**config.mk**
```make
export PLATFORM = sky130hd
export DESIGN_NAME = lsu_wb
export DESIGN_NICKNAME = d
export VERILOG_FILES = /design/src/rtl/lsu_wb.sv
export SDC_FILE = /design/constraint.sdc
export NUM_CORES = 1
export LEC_CHECK = 0
export CORE_ASPECT_RATIO = 1.1
export CORE_UTILIZATION = 39
export CTS_CLUSTER_SIZE = 14
export DETAILED_ROUTE_END_ITERATION = 12
export PLACE_DENSITY_LB_ADDON = 0.3
export SYNTH_ARGS = -nofsm -noshare
export SYNTH_HDL_FRONTEND = slang
export SYNTH_SLANG_ARGS = --single-unit
```
**constraint.sdc**
```tcl
create_clock -name clk -period 1.6 [get_ports clk]
set_clock_uncertainty 0.1 [all_clocks]
set_input_delay 0.32 -clock clk [delete_from_list [all_inputs] [get_ports clk]]
set_output_delay 0.32 -clock clk [all_outputs]
set_load 0.02 [all_outputs]
```
**src/rtl/lsu_wb.sv**
```systemverilog
// lsu_wb: byte/half/word load-store unit bridging the execute stage to a pipelined Wishbone bus.
// Define LSU_WB_TIMEOUT_EN to add a bus-cycle timeout fault after TIMEOUT_CYCLES cycles of cyc.
module lsu_wb #(
    parameter int TIMEOUT_CYCLES = 255
) (
    input  logic        clk,
    input  logic        reset,
    input  logic        i_enable,
    input  logic        i_we,
    input  logic [31:0] i_addr,
    input  logic [31:0] i_wdata,
    input  logic [1:0]  i_width,
    input  logic        i_signed,
    output logic [31:0] o_rdata,
    output logic        o_completed,
    output logic        o_busy,
    output logic        o_fault,
    output logic [1:0]  o_fault_cause,
    output logic [31:0] o_wb_addr,
    output logic [31:0] o_wb_data,
    output logic [3:0]  o_wb_sel,
    output logic        o_wb_we,
    output logic        o_wb_cyc,
    output logic        o_wb_stb,
    input  logic        i_wb_ack,
    input  logic        i_wb_stl,
    input  logic        i_wb_err,
    input  logic [31:0] i_wb_data
);

    // IDLE: accept | REQ: stb out | WAIT_ACK: cyc held for ack/err | DONE: completion pulse
    typedef enum logic [1:0] {S_IDLE, S_REQ, S_WAIT_ACK, S_DONE} state_t;

    state_t      r_state, w_state_nxt;
    logic        r_we, r_signed, r_fault;
    logic [1:0]  r_width, r_lane, r_cause;
    logic [31:0] r_wb_addr, r_wb_data, r_rdata;
    logic [3:0]  r_wb_sel;

    logic        w_accept, w_bad_width, w_misalign, w_chk_fault;
    logic        w_cyc, w_take, w_ack, w_err, w_tmo;
    logic [3:0]  w_sel;
    logic [31:0] w_data, w_ext;
    logic [7:0]  w_byte;
    logic [15:0] w_half;

    assign w_accept    = (r_state == S_IDLE) && i_enable;
    assign w_bad_width = (i_width == 2'b00);
    assign w_misalign  = ((i_width == 2'b10) && i_addr[0]) ||
                         ((i_width == 2'b11) && (i_addr[1:0] != 2'b00));
    assign w_chk_fault = w_bad_width || w_misalign;

    assign w_cyc  = (r_state == S_REQ) || (r_state == S_WAIT_ACK);
    // ack/err only count once the strobe has actually been accepted
    assign w_take = ((r_state == S_REQ) && !i_wb_stl) || (r_state == S_WAIT_ACK);
    assign w_err  = w_take && i_wb_err;
    assign w_ack  = w_take && i_wb_ack && !i_wb_err;

`ifdef LSU_WB_TIMEOUT_EN
    localparam int TW = $clog2(TIMEOUT_CYCLES + 1);
    logic [TW-1:0] r_tmo_cnt;

    always_ff @(posedge clk) begin
        if (!reset) begin
            r_tmo_cnt <= '0;
        end else if (w_accept) begin
            r_tmo_cnt <= '0;
        end else if (w_cyc) begin
            r_tmo_cnt <= r_tmo_cnt + TW'(1);
        end
    end

    assign w_tmo = w_cyc && !w_ack && !w_err && (r_tmo_cnt == TW'(TIMEOUT_CYCLES - 1));
`else
    assign w_tmo = 1'b0;
`endif

    always_comb begin
        w_sel  = 4'b0000;
        w_data = i_wdata;
        case (i_width)
            2'b01: begin
                w_sel  = 4'b0001 << i_addr[1:0];
                w_data = {4{i_wdata[7:0]}};
            end
            2'b10: begin
                w_sel  = i_addr[1] ? 4'b1100 : 4'b0011;
                w_data = {2{i_wdata[15:0]}};
            end
            2'b11:   w_sel = 4'b1111;
            default: w_sel = 4'b0000;
        endcase
    end

    assign w_byte = i_wb_data[{r_lane, 3'b000} +: 8];
    assign w_half = i_wb_data[{r_lane[1], 4'b0000} +: 16];

    always_comb begin
        w_ext = i_wb_data;
        case (r_width)
            2'b01:   w_ext = {{24{r_signed & w_byte[7]}}, w_byte};
            2'b10:   w_ext = {{16{r_signed & w_half[15]}}, w_half};
            default: w_ext = i_wb_data;
        endcase
    end

    always_comb begin
        w_state_nxt = r_state;
        case (r_state)
            S_IDLE: begin
                if (i_enable) begin
                    w_state_nxt = w_chk_fault ? S_DONE : S_REQ;
                end
            end
            S_REQ: begin
                if (w_ack || w_err || w_tmo) begin
                    w_state_nxt = S_DONE;
                end else if (!i_wb_stl) begin
                    w_state_nxt = S_WAIT_ACK;
                end
            end
            S_WAIT_ACK: begin
                if (w_ack || w_err || w_tmo) begin
                    w_state_nxt = S_DONE;
                end
            end
            S_DONE:  w_state_nxt = S_IDLE;
            default: w_state_nxt = S_IDLE;
        endcase
    end

    always_ff @(posedge clk) begin
        if (!reset) begin
            r_state <= S_IDLE;
        end else begin
            r_state <= w_state_nxt;
        end
    end

    always_ff @(posedge clk) begin
        if (!reset) begin
            r_we      <= 1'b0;
            r_signed  <= 1'b0;
            r_width   <= 2'b00;
            r_lane    <= 2'b00;
            r_wb_addr <= '0;
            r_wb_sel  <= '0;
            r_wb_data <= '0;
            r_rdata   <= '0;
            r_fault   <= 1'b0;
            r_cause   <= 2'b00;
        end else begin
            if (w_accept) begin
                r_we      <= i_we;
                r_signed  <= i_signed;
                r_width   <= i_width;
                r_lane    <= i_addr[1:0];
                r_wb_addr <= {i_addr[31:2], 2'b00};
                r_wb_sel  <= w_sel;
                r_wb_data <= w_data;
                r_fault   <= w_chk_fault;
                if (w_chk_fault) begin
                    r_cause <= w_bad_width ? 2'b00 : 2'b01;
                end
            end
            if (w_err) begin
                r_fault <= 1'b1;
                r_cause <= 2'b10;
            end else if (w_ack && !r_we) begin
                r_rdata <= w_ext;
            end
            if (w_tmo) begin
                r_fault <= 1'b1;
                r_cause <= 2'b11;
            end
        end
    end

    assign o_rdata       = r_rdata;
    assign o_completed   = (r_state == S_DONE);
    assign o_busy        = w_cyc;
    assign o_fault       = r_fault;
    assign o_fault_cause = r_cause;
    assign o_wb_addr     = r_wb_addr;
    assign o_wb_data     = r_wb_data;
    assign o_wb_sel      = r_wb_sel;
    assign o_wb_we       = r_we;
    assign o_wb_cyc      = w_cyc;
    assign o_wb_stb      = (r_state == S_REQ);

endmodule

```
# ---- Yosys cells after proc, flatten, opt, wreduce, memory -nomap -nowiden
# Index checks and enable logic that the tools add are counted.
dict set report totals {
  ff_bits 109
  inputBits 106
  out_inout_bits 108
  elab_cells 72
}
dict set report op_classes {
  n_eq_ne 11
  shifts 3
  muxes 16
  n_bitwise 4
  n_reduce_logical 26
}
# operator n
set op_table {}
lappend op_table {{32-bit one-hot mux with 2 select lines} 2}
lappend op_table {{32-bit by 6-bit indexed part select with 16-bit output} 1}
lappend op_table {{32-bit by 6-bit indexed part select with 8-bit output} 1}
lappend op_table {{2-bit two-way mux} 8}
lappend op_table {{4-bit one-hot mux with 3 select lines} 1}
lappend op_table {{2-bit == test, second input constant} 5}
lappend op_table {{1-bit logical AND} 8}
lappend op_table {{2-bit one-hot mux with 4 select lines} 1}
lappend op_table {{2-bit by 1-bit == test with 1-bit output, second input constant} 3}
lappend op_table {{2-bit AND reduction} 3}
lappend op_table {{2-bit nonzero test} 3}
lappend op_table {{1-bit logical OR} 5}
lappend op_table {{2-bit logical NOT} 2}
lappend op_table {{4-bit two-way mux} 1}
lappend op_table {{1-bit by 2-bit << shifter with 4-bit output, first input constant} 1}
lappend op_table {{1-bit logical NOT} 3}
lappend op_table {{1-bit two-way mux} 3}
lappend op_table {{3-bit by 2-bit inequality test with 1-bit output, second input constant} 1}
lappend op_table {{3-bit AND reduction} 1}
lappend op_table {{1-bit bitwise AND} 2}
lappend op_table {{2-bit by 1-bit inequality test with 1-bit output, second input constant} 1}
lappend op_table {{2-bit inequality test, second input constant} 1}
lappend op_table {{1-bit inverter} 2}
lappend op_table {{2-bit OR reduction} 1}

# ---- Longest topological paths before layout
dict set report logic_depth {
  depth_word 8
  ltp_mapped 8
  mapped_depth_nobuf 6
}

# ---- Worst setup path after synthesis
# OpenSTA, ideal clock, no wires.
dict set report synth_path {
  path_kind {register to register}
  startpoint {register r_state[1]}
  endpoint {register r_rdata[21], in the netlist o_rdata[21]}
  setup_ps 74
  arrival_ps 1618
  t_required_ps 1426
  setup_slack_ps -192
  path_stages_with_launch 8
  path_buffers 1
  period_less_slack_ps 1792
  path_cell_list {dfxtp_1 > inv_1 > ha_1 > nor2b_1 > o21ai_2 > clkbuf_1 > a21oi_1 > a31oi_1}
}
dict set report synth_via {
  elab_chain_cells 7
  elab_cells_between_ends 10
  cone_classes {eq/ne: 2; bitwise: 1; reduce/logical: 7}
}
# item line_no
set synth_lines {}
lappend synth_lines {{start: declaration} 34} ;# state_t r_state, w_state_nxt;
lappend synth_lines {{start signal: assignment} 136} ;# r_state <= w_state_nxt;
lappend synth_lines {{2-bit by 1-bit == test with 1-bit output *} --}
lappend synth_lines {{net o_wb_stb} 24} ;# output logic o_wb_stb,
lappend synth_lines {{1-bit logical AND *} 55} ;# assign w_take = ((r_state == S_REQ) && !i_wb_stl) || (r_state == S_WAIT_ACK);
lappend synth_lines {{1-bit logical OR *} 55}
lappend synth_lines {{1-bit logical AND (2 in a row)} 57} ;# assign w_ack = w_take && i_wb_ack && !i_wb_err;
lappend synth_lines {{1-bit logical AND} 169} ;# end else if (w_ack && !r_we) begin
lappend synth_lines {{2-bit AND reduction (no source line) *} --}
lappend synth_lines {{end signal: assignment} 170} ;# r_rdata <= w_ext;
lappend synth_lines {{end: declaration} 37} ;# logic [31:0] r_wb_addr, r_wb_data, r_rdata;
# Mark *: on every way through the listed nets, which the timed path passes. The rest lies on a longest branch.
# A chain may end at the register's enable or synchronous reset.

# ---- Final worst setup path
dict set report layout_path {
  startpoint {register r_state[1]}
  endpoint {register r_rdata[2], in the netlist o_rdata[2]}
}
dict set report layout_via {
  elab_chain_cells 7
  elab_cells_between_ends 10
  cone_classes {eq/ne: 2; bitwise: 1; reduce/logical: 7}
}
# item line_no
set layout_lines {}
lappend layout_lines {{2-bit by 1-bit == test with 1-bit output} 55}
lappend layout_lines {{1-bit logical AND} 55}
lappend layout_lines {{1-bit logical OR *} 55}
lappend layout_lines {{1-bit logical AND (2 in a row)} 57}
lappend layout_lines {{1-bit logical AND} 169}
lappend layout_lines {{2-bit AND reduction (no source line) *} --}
# Every way passes the cells marked *; elsewhere a longest branch is shown, timed or not.

==> metrics.md <==
| Metric | Value |
|---|---|
| Outcome | `finished, violations left` |
| Failing checks | `negative setup slack` |
| Stages on the worst setup path | `9` |
| GRT Util Overall | `23.9%` |
| WP data required | `between 1.5 and 2 ns` |
| Layout cells sized above 1 | `21.2%` |
| Final hold vios | `0` |
| Worst skew pair latency | `around 0.34 ns` |
| Largest net degree at the start of global routing | `69` |
| RSZ-0062 raised after global routing | `true` |
| Crit. Startpoint | `r_state[1]` |
| Pwr Total | `roughly 0.010 W` |
| CP endpoint | `o_rdata[2]` |
| Die H | `roughly 120 um` |
| CTS tree | `yes` |
| Critical Path Start Type | `flop` |
| Final setup fails | `35` |
| Pre-antenna DRT Iters | `5` |
| Synth cell types | `43` |
| Routed len/inst | `17.0 um` |
| Count of max-cap constraint violations | `0` |
| Area grow syn2layout | `67.6%` |
| CP Class | `flop to flop` |
| CP endpoint kind | `flop` |
| Antenna cells | `0` |
| Final WL | `between 15 and 20 mm` |
| Die width | `approximately 110 um` |
| Synth top area share | `between 40% and 50%` |
| Clock buffer count from CTS | `9` |
| Clock Path Buffers | `2` |
| Length in cells of the worst reg-to-reg path | `9` |
| CP cell instances | `inv_2 -> buf_6 -> ha_4 -> nor2b_4 -> o21a_4 -> buf_6 -> buf_16 -> o21ai_2 -> a31oi_4` |
| Layout Nets | `963` |
| Reg-to-reg startpoint | `r_state[1]` |
| Pwr Density | `between 1000 and 1500 mW/mm2` |
| I/O pins | `between 200 and 250` |
| Filler instances | `around 1000` |
| Ys async rst share | `0%` |
| Clock Pin Slew Worst Setup and Hold Paths | `approximately 0.070 ns` |
| Core Box Area | `0.0126 mm2` |
| CTS H-tree lvls | `3` |
| Hold Path Class | `flop to flop` |
| Reg2reg end | `o_rdata[2]` |
| Slew Limit Fails | `0` |
| CP max FO | `6` |
| Slowest cell on crit path | `dfxtp_2` |
| Starting density of the core | `between 40% and 50%` |
| Worst Hold Slack | `between 0.3 and 0.4 ns` |
| DRT iter0 DRCs | `403` |
| Total number of yosys warnings | `0` |
| Site row count | `43` |
| Clk root buf | `clkbuf_16` |
| Number of global-route vias before repair | `about 5200` |
| Die footprint | `roughly 0.014 mm2` |
| Num Clock Sinks | `around 110` |
| Post-synthesis sequential area ratio | `42.9%` |
| Worst path max stage delay | `roughly 0.33 ns` |
| Post-DP HPWL | `between 10 and 15 mm` |
| Netlist Area Pre-Place | `just over 0.005 mm2` |
| First-pass GRT wire length | `about 26 mm` |
| Final ANT Viol Nets | `0` |
| Synth area leaders | `dfxtp_1, nand2_1, a21boi_0` |
| Routability cong. | `around 0.83` |
| Leading area contributor after synthesis | `dfxtp_1` |
| Data arrival, critical path | `about 1.9 ns` |
| CP most frequent cell | `buf_6` |
| # hold bufs at CTS | `0` |
| Post-synth EDFFs | `0` |
| VDD IR max | `approximately 0.00064 V` |
| Via count | `5469` |
| Post-synth top flop | `dfxtp_1` |
| Gate Count Post-Synth | `around 610` |
| CP bufs+invs | `4` |
| IO Port Bufs | `approximately 210` |
| Fin crit period | `1.73 ns` |
| Vias per std cell | `between 5 and 6` |
| Reg2reg setup slack | `-0.13 ns` |
| Final worst setup slack | `-0.134 ns` |
| Crit path max-delay family | `compound AO/OA/AOI/OAI gates` |
| Leak pwr | `approximately 3.6 nW` |
| Final core occ | `roughly 67%` |
| Syn_area_per_cell | `8.31 um2` |
| #FFs+latches synth | `about 110` |
| Initial antenna violation count | `0` |
| Fmax | `around 580 MHz` |
| Post-route DRC | `0` |
| Overflow after GRT | `0` |
| Final Cycle Share | `108%` |
-- metal layers --
layer | vias up | part of all wire, % | global-route usage [%] | wire length, um
met5 | - | 0 | 0 | 0
met4 | 0 | 2.1 | 8.58 | 354
met3 | 29 | 8.1 | 5.37 | 1390
met2 | 255 | 48 | 40.1 | 8270
met1 | 2560 | 41 | 30.2 | 7090
li1 | 2625 | - | - | -
-- cell usage in the layout (no fill, tap or decap), types with 16 or more instances in the layout --
cell / instances
nand3_1: 16
o21ai_2: 18
o21ai_0: 31
dlygate4sd2_1: 104
nand2b_1: 25
a31oi_1: 21
dfxtp_1: 105
clkdlybuf4s50_1: 102
buf_4: 39
nand2_1: 104
a21oi_1: 29
a21boi_0: 38
-- synth_stat cells, types with 3 or more instances --
master,instances
o211ai_1,7
buf_1,3
nand3_1,19
ha_1,11
a22o_1,8
inv_1,8
clkbuf_1,33
buf_2,12
nor2b_1,14
a21o_1,7
o21ai_0,60
mux2_2,7
nand2b_1,26
nand2_1,106
a221oi_1,15
dfxtp_1,109
a21boi_0,49
nor2_1,10
buf_4,5
a31oi_1,23
nor3b_1,9
a21oi_1,44
-- what timing repair did --
| action | 4_1_cts | 5_1_grt |
|---|---|---|
| setup endpoints to repair | 170 | 73 |
| gates cloned | 5 | 4 |
| pin swaps | 6 | 12 |
| buffers inserted | 7 | 7 |
| resized for setup | 203 | 60 |
-- worst min-delay path, stage by stage, from the launching register on --
cell      delay [ns]
dfxtp_1         0.31
nand2_1         0.05
a21boi_1        0.05
-- layout make-up --
| cell class | count | area [um2] | share of cell area (%) |
|---|---|---|---|
| Multi-Input combinational cell | 441 | 3030 | 35.5 |
| Tap cell | 157 | 196 | 2.30 |
| Inverter | 8 | 32.5 | 0.381 |
| Sequential cell | 109 | 2190 | 25.7 |
| Clock buffer | 11 | 264 | 3.10 |
| Clock inverter | 5 | 38.8 | 0.455 |
| Timing Repair Buffer | 277 | 2780 | 32.6 |
-- cell families (layout without fill, tap and decap cells) --
family	after synthesis	count (layout)	share of synthesized area [%]
AOI/OAI and AO/OA	227	227	28.8
adders and majority gates	11	11	2.70
buffers and inverters	63	301	5.61
DFF	109	109	42.9
muxes	9	9	2.02
other	1	2	0.0737
and+or+nand+nor	192	192	17.9
-- through the flow --
step	TNS [ns]	cell area (um2)	instances	setup slack, ns
2_1_floorplan	-0.0444	5150	613	-0.0118
3_3_place_gp	-24.51	7650	973	-0.513
3_5_place_dp	-29.57	7650	973	-0.629
4_1_cts	-2.73	8250	1001	-0.135
5_1_grt	-5.93	8530	1008	-0.223
6_report	-2.70	8530	1008	-0.134
-- power breakdown --
part	switching, W	internal, W	leakage (nW)	total [W]
Sequential	0.000266	0.00319	0.893	0.00346
Clock	0.00107	0.00121	0.153	0.00228
Combinational	0.00258	0.00216	2.55	0.00475
-- worst min-delay path by stage --
stage	from	end	slack, ns	depth (start not counted)
2_1_floorplan	r_width[1]	r_width[1]	0.36	2
3_3_place_gp	o_rdata[13]	o_rdata[13]	0.35	2
3_5_place_dp	o_wb_addr[16]	o_wb_addr[16]	0.36	2
4_1_cts	reset	o_wb_addr[3]	0.35	3
5_1_grt	reset	o_wb_addr[4]	0.37	3
6_report	o_wb_addr[30]	o_wb_addr[30]	0.36	2
-- sequential cells by signal, indices dropped and copies added (netlist names) --
| register | count |
|---|---|
| o_rdata | 32 |
| o_wb_data | 32 |
| o_wb_addr | 30 |
| o_wb_sel | 4 |
| o_fault_cause | 2 |
| r_lane | 2 |
| r_state | 2 |
| r_width | 2 |
| o_fault | 1 |
| o_wb_we | 1 |
| r_signed | 1 |
Power figures use the tool's default switching activity.
